===== src/rtl/queen_pkg.sv =====
// Shared constants and types for the eight-queen backtracking engine.
package queen_pkg;
    localparam int N     = 8;
    localparam int IDX_W = 3;

    typedef logic [IDX_W-1:0] row_t;

    typedef enum logic [2:0] {
        IDLE,
        CHECK,
        BACKTRACK,
        FOUND,
        EXHAUSTED
    } state_t;
endpackage


===== src/rtl/queen_safe_check.sv =====
// Tests one candidate row against every queen already placed in columns below col.
module queen_safe_check
    import queen_pkg::*;
(
    input  row_t pos [N],
    input  row_t col,
    input  row_t cand,
    output logic safe
);

    logic [3:0] d_row;
    logic [3:0] d_col;

    // Differences are taken at 4 bits so |pos - cand| never wraps.
    always_comb begin
        safe  = 1'b1;
        d_row = 4'd0;
        d_col = 4'd0;
        for (int c = 0; c < N; c++) begin
            if (4'(c) < {1'b0, col}) begin
                d_row = (pos[c] > cand) ? ({1'b0, pos[c]} - {1'b0, cand})
                                        : ({1'b0, cand} - {1'b0, pos[c]});
                d_col = {1'b0, col} - 4'(c);
                if ((pos[c] == cand) || (d_row == d_col)) begin
                    safe = 1'b0;
                end
            end
        end
    end

endmodule


===== src/rtl/queen_placer.sv =====
// Eight-queen backtracking search: streams accepted placements, holds and enumerates solutions.
//   state     | meaning
//   IDLE      | waiting for start
//   CHECK     | testing candidate row cand for column col
//   BACKTRACK | advancing column col past its current row, or retreating further
//   FOUND     | full board held in positions
//   EXHAUSTED | all solutions enumerated
module queen_placer
    import queen_pkg::*;
(
    input  logic                clk,
    input  logic                rst,
    input  logic                start,
    input  logic                next_sol,
    output logic                place_valid,
    output logic [IDX_W-1:0]    place_col,
    output logic [IDX_W-1:0]    place_row,
    output logic [N*IDX_W-1:0]  positions,
    output logic                solution_valid,
    output logic                exhausted,
    output logic                busy,
    output logic [6:0]          sol_count
);

    localparam row_t LAST = row_t'(N - 1);

    state_t     state_q, state_d;
    row_t       col_q, col_d;
    row_t       cand_q, cand_d;
    row_t       pos_q [N];
    row_t       pos_d [N];
    logic [6:0] sol_count_q, sol_count_d;
    logic       place_valid_q, place_valid_d;
    row_t       place_col_q, place_col_d;
    row_t       place_row_q, place_row_d;
    logic       safe;

    queen_safe_check u_safe (
        .pos  (pos_q),
        .col  (col_q),
        .cand (cand_q),
        .safe (safe)
    );

    always_comb begin
        state_d       = state_q;
        col_d         = col_q;
        cand_d        = cand_q;
        pos_d         = pos_q;
        sol_count_d   = sol_count_q;
        place_valid_d = 1'b0;
        place_col_d   = place_col_q;
        place_row_d   = place_row_q;

        // start outranks next_sol whenever the engine is not busy.
        if (start && (state_q == IDLE || state_q == FOUND || state_q == EXHAUSTED)) begin
            col_d       = '0;
            cand_d      = '0;
            sol_count_d = '0;
            for (int c = 0; c < N; c++) pos_d[c] = '0;
            state_d     = CHECK;
        end else begin
            case (state_q)
                CHECK: begin
                    if (safe) begin
                        pos_d[col_q]  = cand_q;
                        place_valid_d = 1'b1;
                        place_col_d   = col_q;
                        place_row_d   = cand_q;
                        if (col_q == LAST) begin
                            if (sol_count_q != 7'd127) sol_count_d = sol_count_q + 7'd1;
                            state_d = FOUND;
                        end else begin
                            col_d  = col_q + 3'd1;
                            cand_d = '0;
                        end
                    end else if (cand_q != LAST) begin
                        cand_d = cand_q + 3'd1;
                    end else if (col_q == '0) begin
                        state_d = EXHAUSTED;
                    end else begin
                        col_d   = col_q - 3'd1;
                        state_d = BACKTRACK;
                    end
                end
                BACKTRACK: begin
                    if (pos_q[col_q] == LAST) begin
                        if (col_q == '0) state_d = EXHAUSTED;
                        else             col_d   = col_q - 3'd1;
                    end else begin
                        cand_d  = pos_q[col_q] + 3'd1;
                        state_d = CHECK;
                    end
                end
                FOUND: begin
                    if (next_sol) begin
                        col_d   = LAST;
                        state_d = BACKTRACK;
                    end
                end
                IDLE, EXHAUSTED: ;
                default: state_d = IDLE;
            endcase
        end
    end

    always_ff @(posedge clk) begin
        if (rst) begin
            state_q       <= IDLE;
            col_q         <= '0;
            cand_q        <= '0;
            sol_count_q   <= '0;
            place_valid_q <= 1'b0;
            place_col_q   <= '0;
            place_row_q   <= '0;
            for (int c = 0; c < N; c++) pos_q[c] <= '0;
        end else begin
            state_q       <= state_d;
            col_q         <= col_d;
            cand_q        <= cand_d;
            sol_count_q   <= sol_count_d;
            place_valid_q <= place_valid_d;
            place_col_q   <= place_col_d;
            place_row_q   <= place_row_d;
            pos_q         <= pos_d;
        end
    end

    always_comb begin
        positions = '0;
        for (int c = 0; c < N; c++) positions[IDX_W*c +: IDX_W] = pos_q[c];
    end

    assign place_valid    = place_valid_q;
    assign place_col      = place_col_q;
    assign place_row      = place_row_q;
    assign sol_count      = sol_count_q;
    assign solution_valid = (state_q == FOUND);
    assign exhausted      = (state_q == EXHAUSTED);
    assign busy           = (state_q == CHECK) || (state_q == BACKTRACK);

endmodule


===== config.mk =====
export PLATFORM = sky130hd
export DESIGN_NAME = queen_placer
export DESIGN_NICKNAME = d
export VERILOG_FILES = /design/src/rtl/queen_pkg.sv /design/src/rtl/queen_safe_check.sv /design/src/rtl/queen_placer.sv
export SDC_FILE = /design/constraint.sdc
export NUM_CORES = 1
export LEC_CHECK = 0
export ABC_AREA = 1
export BUFFER_PORTS_ARGS = -buffer_cell sky130_fd_sc_hd__buf_2
export CELL_PAD_IN_SITES_DETAIL_PLACEMENT = 0
export CELL_PAD_IN_SITES_GLOBAL_PLACEMENT = 1
export CORE_MARGIN = 5
export CORE_UTILIZATION = 45
export CTS_CLUSTER_DIAMETER = 40
export CTS_CLUSTER_SIZE = 40
export DETAILED_ROUTE_END_ITERATION = 8
export GPL_TIMING_DRIVEN = 0
export PLACE_DENSITY_LB_ADDON = 0.1
export SKIP_LAST_GASP = 1
export SLEW_MARGIN = 30
export SYNTH_ARGS = -nofsm -noshare
export SYNTH_HDL_FRONTEND = slang
export SYNTH_HIERARCHICAL = 1
export SYNTH_SLANG_ARGS = --single-unit

===== constraint.sdc =====
create_clock -name clk -period 9.9 [get_ports clk]
set_input_delay 0.99 -clock clk [delete_from_list [all_inputs] [get_ports clk]]
set_output_delay 0.99 -clock clk [all_outputs]
set_load 0.1 [all_outputs]

; Yosys cells after proc, flatten, opt, wreduce, memory -nomap -nowiden
; Cells that the tools add are included.
[op_classes]
n_shift = 0
div = 0
mux = 49
multipliers = 0
bitwise = 4
add_sub_neg = 25
n_lt_le_gt_ge = 16
reduce_logical = 26
eq_ne = 35
[ops]
columns = operator, count
row1 = 2-to-1 mux 3 bit, 20
row2 = subtractor 3 x 3 -> 4 bit, 14
row3 = 2-to-1 mux 4 bit, 7
row4 = bitwise mux 24 bit, 1
row5 = equality test 4 bit, 6
row6 = equality test 3 bit, 7
row7 = greater-than comparator 3 bit, 7
row8 = "inequality test 3 bit, second input constant", 6
row9 = 2-to-1 mux 1 bit, 16
row10 = AND reduction 5 bit, 3
row11 = "inequality test 4 bit, second input constant", 3
row12 = one-hot mux 3 bit (4 select lines), 1
row13 = "subtractor 3 x 3 -> 4 bit, second input constant", 3
row14 = logical OR 1 bit, 10
row15 = "adder 3 x 1 -> 3 bit, second input constant", 3
row16 = binary-select mux 3 bit (select 3 bit), 1
row17 = demux 3 bit (select 3 bit), 1
row18 = "equality test 3 bit, second input constant", 3
row19 = "< comparator 3 bit, first input constant", 3
row20 = one-hot mux 3 bit (3 select lines), 1
row21 = "inequality test 2 bit, second input constant", 4
row22 = AND reduction 4 bit, 2
row23 = "subtractor 3 x 2 -> 4 bit, second input constant", 2
row24 = "adder 7 x 1 -> 7 bit, second input constant", 1
row25 = other kinds (22), 30
[totals]
n_memories = 0
wordCells = 171
latch_bits = 0
output_inout_bits = 41
reg_bits = 47
romBits = 0
ram_bits = 0
in_bits = 4

; Logic depth before layout (Yosys ltp)
[depth]
word_depth = 21
ltp_mapped = 30
ltp_nobuf = 29

; Cells and area by module
; Netlist, hierarchy kept.
[modules_own_cells]
columns = mod, area_per_inst_um2, seq_area_each_um2, cells_each, n_inst
row1 = queen_placer, 2631.3, 940.9, 371, 1
row2 = queen_safe_check, 2408.6, 0.0, 355, 1

; Least setup slack after synthesis
; Ideal clock, no wire load.
[synth_path]
path_kind = flip-flop to flip-flop
from = register cand_q[1]
to = register state_q[0]
required_ps = 9791
arrival_ps = 3731
path_buffers = 1
setup_ps = 109
path_stages_with_launch = 23
path_slack_ps = 6060
path_cell_list = dfxtp_1 inv_1 fa_1 fa_1 nand3b_1 nand2_1 nand2_1 nand2_1 nor2_1 nand2_1 a21boi_0 nor2_1 nand2_1 nor2_2 buf_2 inv_2 nor2_1 o21ai_2 nand3_2 nand2_1 nand3_1 nand2_1 inv_1
[synth_via]
elab_chain_len = 21
word_cells_on_any_way = 70
cone_classes = add/sub: 14 / order compare: 7 / eq/ne: 17 / mux: 24 / reduce/logical: 8
[synth_rtl]
columns = item, line
row1 = "start, declared", queen_placer.sv:29  ; row_t cand_q, cand_d;
row2 = "start signal, assigned", queen_placer.sv:120  ; cand_q <= cand_d;
row3 = subtractor 3 x 3 -> 4 bit (tied with other cells), queen_safe_check.sv:22  ; : ({1'b0, cand} - {1'b0, pos[c]});
row4 = 2-to-1 mux 4 bit, queen_safe_check.sv:21  ; d_row = (pos[c] > cand) ? ({1'b0, pos[c]} - {1'b0, cand})
row5 = equality test 4 x 3 -> 1 bit, queen_safe_check.sv:24  ; if ((pos[c] == cand) || (d_row == d_col)) begin
row6 = logical OR 1 bit, queen_safe_check.sv:24
row7 = 2-to-1 mux 1 bit, queen_safe_check.sv:24
row8 = 2-to-1 mux 1 bit, queen_safe_check.sv:20  ; if (4'(c) < {1'b0, col}) begin
row9 = 2-to-1 mux 1 bit, queen_safe_check.sv:24
row10 = 2-to-1 mux 1 bit, queen_safe_check.sv:20
row11 = [6 not listed], -
row12 = 2-to-1 mux 1 bit, queen_safe_check.sv:24
row13 = 2-to-1 mux 1 bit, queen_safe_check.sv:20
row14 = 2-to-1 mux 1 bit, queen_safe_check.sv:24
row15 = 2-to-1 mux 1 bit (*), queen_safe_check.sv:20
row16 = named net safe, queen_placer.sv:36  ; logic safe;
row17 = 2-to-1 mux 3 bit, queen_placer.sv:65  ; if (safe) begin
row18 = one-hot mux 3 bit (4 select lines), queen_placer.sv:63  ; case (state_q)
row19 = 2-to-1 mux 1 bit, queen_placer.sv:56  ; if (start && (state_q == IDLE || state_q == FOUND || state_q == EXHAUSTED)) begin
row20 = "end signal, assigned", queen_placer.sv:118  ; state_q <= state_d;
row21 = "end, declared", queen_placer.sv:27  ; state_t state_q, state_d;
; Mark *: on every way through the listed nets, which the timed path passes. The rest lies on a longest branch.
; A chain may end at the register's enable or synchronous reset.

; Final worst setup path
[layout_path]
from = register cand_q[1]
to = register pos_q, in the netlist positions[7]
[layout_via]
elab_chain_len = 19
word_cells_on_any_way = 65
cone_classes = add/sub: 14 / order compare: 7 / eq/ne: 14 / mux: 22 / reduce/logical: 8
[layout_rtl]
columns = item, line
row1 = subtractor 3 x 3 -> 4 bit (tied with other cells), queen_safe_check.sv:22
row2 = 2-to-1 mux 4 bit, queen_safe_check.sv:21
row3 = equality test 4 x 3 -> 1 bit, queen_safe_check.sv:24
row4 = logical OR 1 bit, queen_safe_check.sv:24
row5 = 2-to-1 mux 1 bit, queen_safe_check.sv:24
row6 = 2-to-1 mux 1 bit, queen_safe_check.sv:20
row7 = 2-to-1 mux 1 bit, queen_safe_check.sv:24
row8 = 2-to-1 mux 1 bit, queen_safe_check.sv:20
row9 = [4 not listed], -
row10 = 2-to-1 mux 1 bit, queen_safe_check.sv:24
row11 = 2-to-1 mux 1 bit, queen_safe_check.sv:20
row12 = 2-to-1 mux 1 bit, queen_safe_check.sv:24
row13 = 2-to-1 mux 1 bit, queen_safe_check.sv:20
row14 = 2-to-1 mux 1 bit, queen_safe_check.sv:24
row15 = 2-to-1 mux 1 bit (*), queen_safe_check.sv:20
row16 = named net safe, queen_placer.sv:36
row17 = AND reduction 2 bit (no source line) (*), -
row18 = "end signal, assigned", queen_placer.sv:125  ; pos_q <= pos_d;
row19 = "end, declared", queen_placer.sv:30  ; row_t pos_q [N];
; Marked as above.

==> flow_summary.yaml <==
run_status:
  status: "completed"
critical_path:
  critPathRequiredTime_ps: 10100
  worstPathCellList: "inv_1, fa_1, fa_1, nand2_1, nand3_1, a21oi_1, nor2_1, nand2_1, a21boi_0, nor2_1, nand2_1, nor2_2, buf_2, inv_2, nor2_8, nand3_1, o21ai_0, a21oi_1"
  worst_setup_path_start_kind: "register"
  crit_type: "register to register"
  slowest_stage: "dfxtp_2"
  r2r_cells: 18
  cp_max_fo: 17
  crit_path_max_incr_delay_ps: 710
  cp-end-kind: "register"
  cp_common_cell: "nand2_1"
  critical_path_arrival_ps: 4610
floorplanning:
  rows: 38
  fp.coreArea_sq_um: 10900
  die_h_um: 116
  start_util_pct: 46.3
  fp.dieW_um: 116
  pin_count: 45
  dieArea_sq_um: 13400
drt:
  wire_per_inst_um: 14.5
  antenna_left: 0
  totalWireLength_mm: 13.3
  via_per_inst: 5.04
  drtPass1Iterations: 4
  initialDrtViolationCount: 226
  drc: 0
  vias: 4630
grt:
  grt_max_degree: 18
  grt_pass1_wl_mm: 22.4
  antenna_found_initial: 0
  grt.total_usage_pct: 20.8
  gr-total-overflow: 0
  grt_pass1_vias: 4559
hold_path:
  whs_path_depth: 2
  hp-class: "register to register"
placed_design:
  place_hpwl_mm: 10.5
  io_buffers: 44
  dpl_cell_area_sq_um: 5440
  gp_congestion: 0.820
  dp.cells: 910
yosys:
  yosysMostFrequentCell: "nand2_1"
  synthArstFlopShare_pct: 0
  synthTopCellsByArea: "dfxtp_1, ha_1, nand2_1"
  netlist_top_cells_count: "nand2_1, inv_1, ha_1"
  synth_flop_cell: "dfxtp_1"
  synth_cell_type_count: 33
  syn_inst: 726
  ys_warn_count: 6
  yosys_register_bits: 47
  synth_largest_area_cell: "dfxtp_1"
  syn_nets: 815
  synth-edff-count: 0
  ys_seq_area_share_pct: 18.7
  syn-cell-area_sq_um: 5040
  yosysTopAreaCellShare_pct: 18.7
  syn_avg_cell_area_sq_um: 6.94
clocking:
  cts_sinks: 47
  root_buffer: "clkbuf_8"
  clk-insertion-delay-late_ps: 310
  clk_path_buf_depth: 2
  cts_tree: "built"
  cts_resized: 0
  htreeDepth: 2
  cts_setup_buffers: 0
  cts_hold_buf: 0
  cts_buffers: 5
  path_clk_slew_ps: 100
timing:
  skew_ps: 12.8
  slew_headroom_pct: 37.6
  period_minus_slack_ps: 4410
  setup-tns-final_ps: 0
  hold_viol_final: 0
  hold_ws_ps: 497
  fmax_mhz: 227
  rsz0062_at_grt: "no"
  tightestPinTransition_ps: 934
  timing.final.crit_share_pct: 44.5
  setup_violations: 0
  slew_violations: 0
finish:
  final_area_sq_um: 5550
  diodes: 0
  drive_gt1_share_pct: 15.8
  nets: 866
  fin_cells: 918
  area_delta_synth_final_pct: 10.2
job:
  drv_cap: 0
## state kept, by name, indices dropped and copies added (netlist names)
| name | cells |
|---|---|
| col_q | 3 |
| place_row | 3 |
| positions | 24 |
| cand_q | 3 |
| place_col | 3 |
| sol_count | 7 |
| state_q | 3 |
| place_valid | 1 |
## critical path, delay by kind of cell (launching register included)
kind,cells,cell delay [ps]
buf+inv,3,920
compound gates,4,540
fa+ha+maj,2,1050
flops,1,710
simple gates,9,1060
## layout by cell type, fill, tap and decap left out, types with 8 or more instances in the layout
master      n
nor2_1     48
nand3_1    52
a21oi_2    13
xor2_1     12
buf_2      49
a21oi_1    52
buf_6       9
xnor2_1     9
inv_2       9
dfxtp_1    46
nand2_2    11
fa_1       21
nand2_1   186
nand3b_1    8
o21ai_0    29
ha_1       64
inv_1     109
## cells by family (layout without fill, tap and decap cells)
family,Yosys count,count (layout),share of synthesized area (%)
AOI/OAI and AO/OA,113,113,13.2
xor gates and xnor gates,21,21,3.65
adders and majority gates,85,85,24.2
buffers and inverters,133,185,11.4
DFF,47,47,18.7
and+or+nand+nor,327,327,28.8
## stage by stage
stage | worst slack, ps | utilization [%]
5_1_grt | 5090 | 51.0
2_1_floorplan | 6060 | -
3_5_place_dp | 5530 | 49.9
4_1_cts | 5500 | 51.0
6_report | 5490 | 51.0
3_3_place_gp | 5000 | 49.9
## routing by layer
metal | vias up | part of all wire [%] | global-route usage (%)
li1 | 2402 | - | -
met5 | - | 0 | 0
met1 | 2152 | 45 | 26.0
met3 | 11 | 3.0 | 2.45
met4 | 0 | 0.99 | 3.79
met2 | 65 | 51 | 38.7
## worst paths after layout
kind,startpoint,to,slack (ps)
worst max register to register,cand_q[1],positions[7],5490
worst min-delay path,positions[23],positions[23],500
worst min register to register,positions[23],positions[23],500
worst max-delay path,cand_q[1],positions[7],5490
## layout make-up
cell class / instances / area (sq um)
Timing Repair Buffer: 44 / 220
Buffer: 14 / 126
Sequential cell: 47 / 942
Multi-Input combinational cell: 546 / 3530
Inverter: 119 / 447
Clock inverter: 3 / 47.5
Clock buffer: 5 / 68.8
Fill cell: 1094 / 5340
Tap cell: 140 / 175
Power is left out: the tool's default activity adds up to more than one toggle a clock period on the data nets, which glitch-free logic cannot reach.
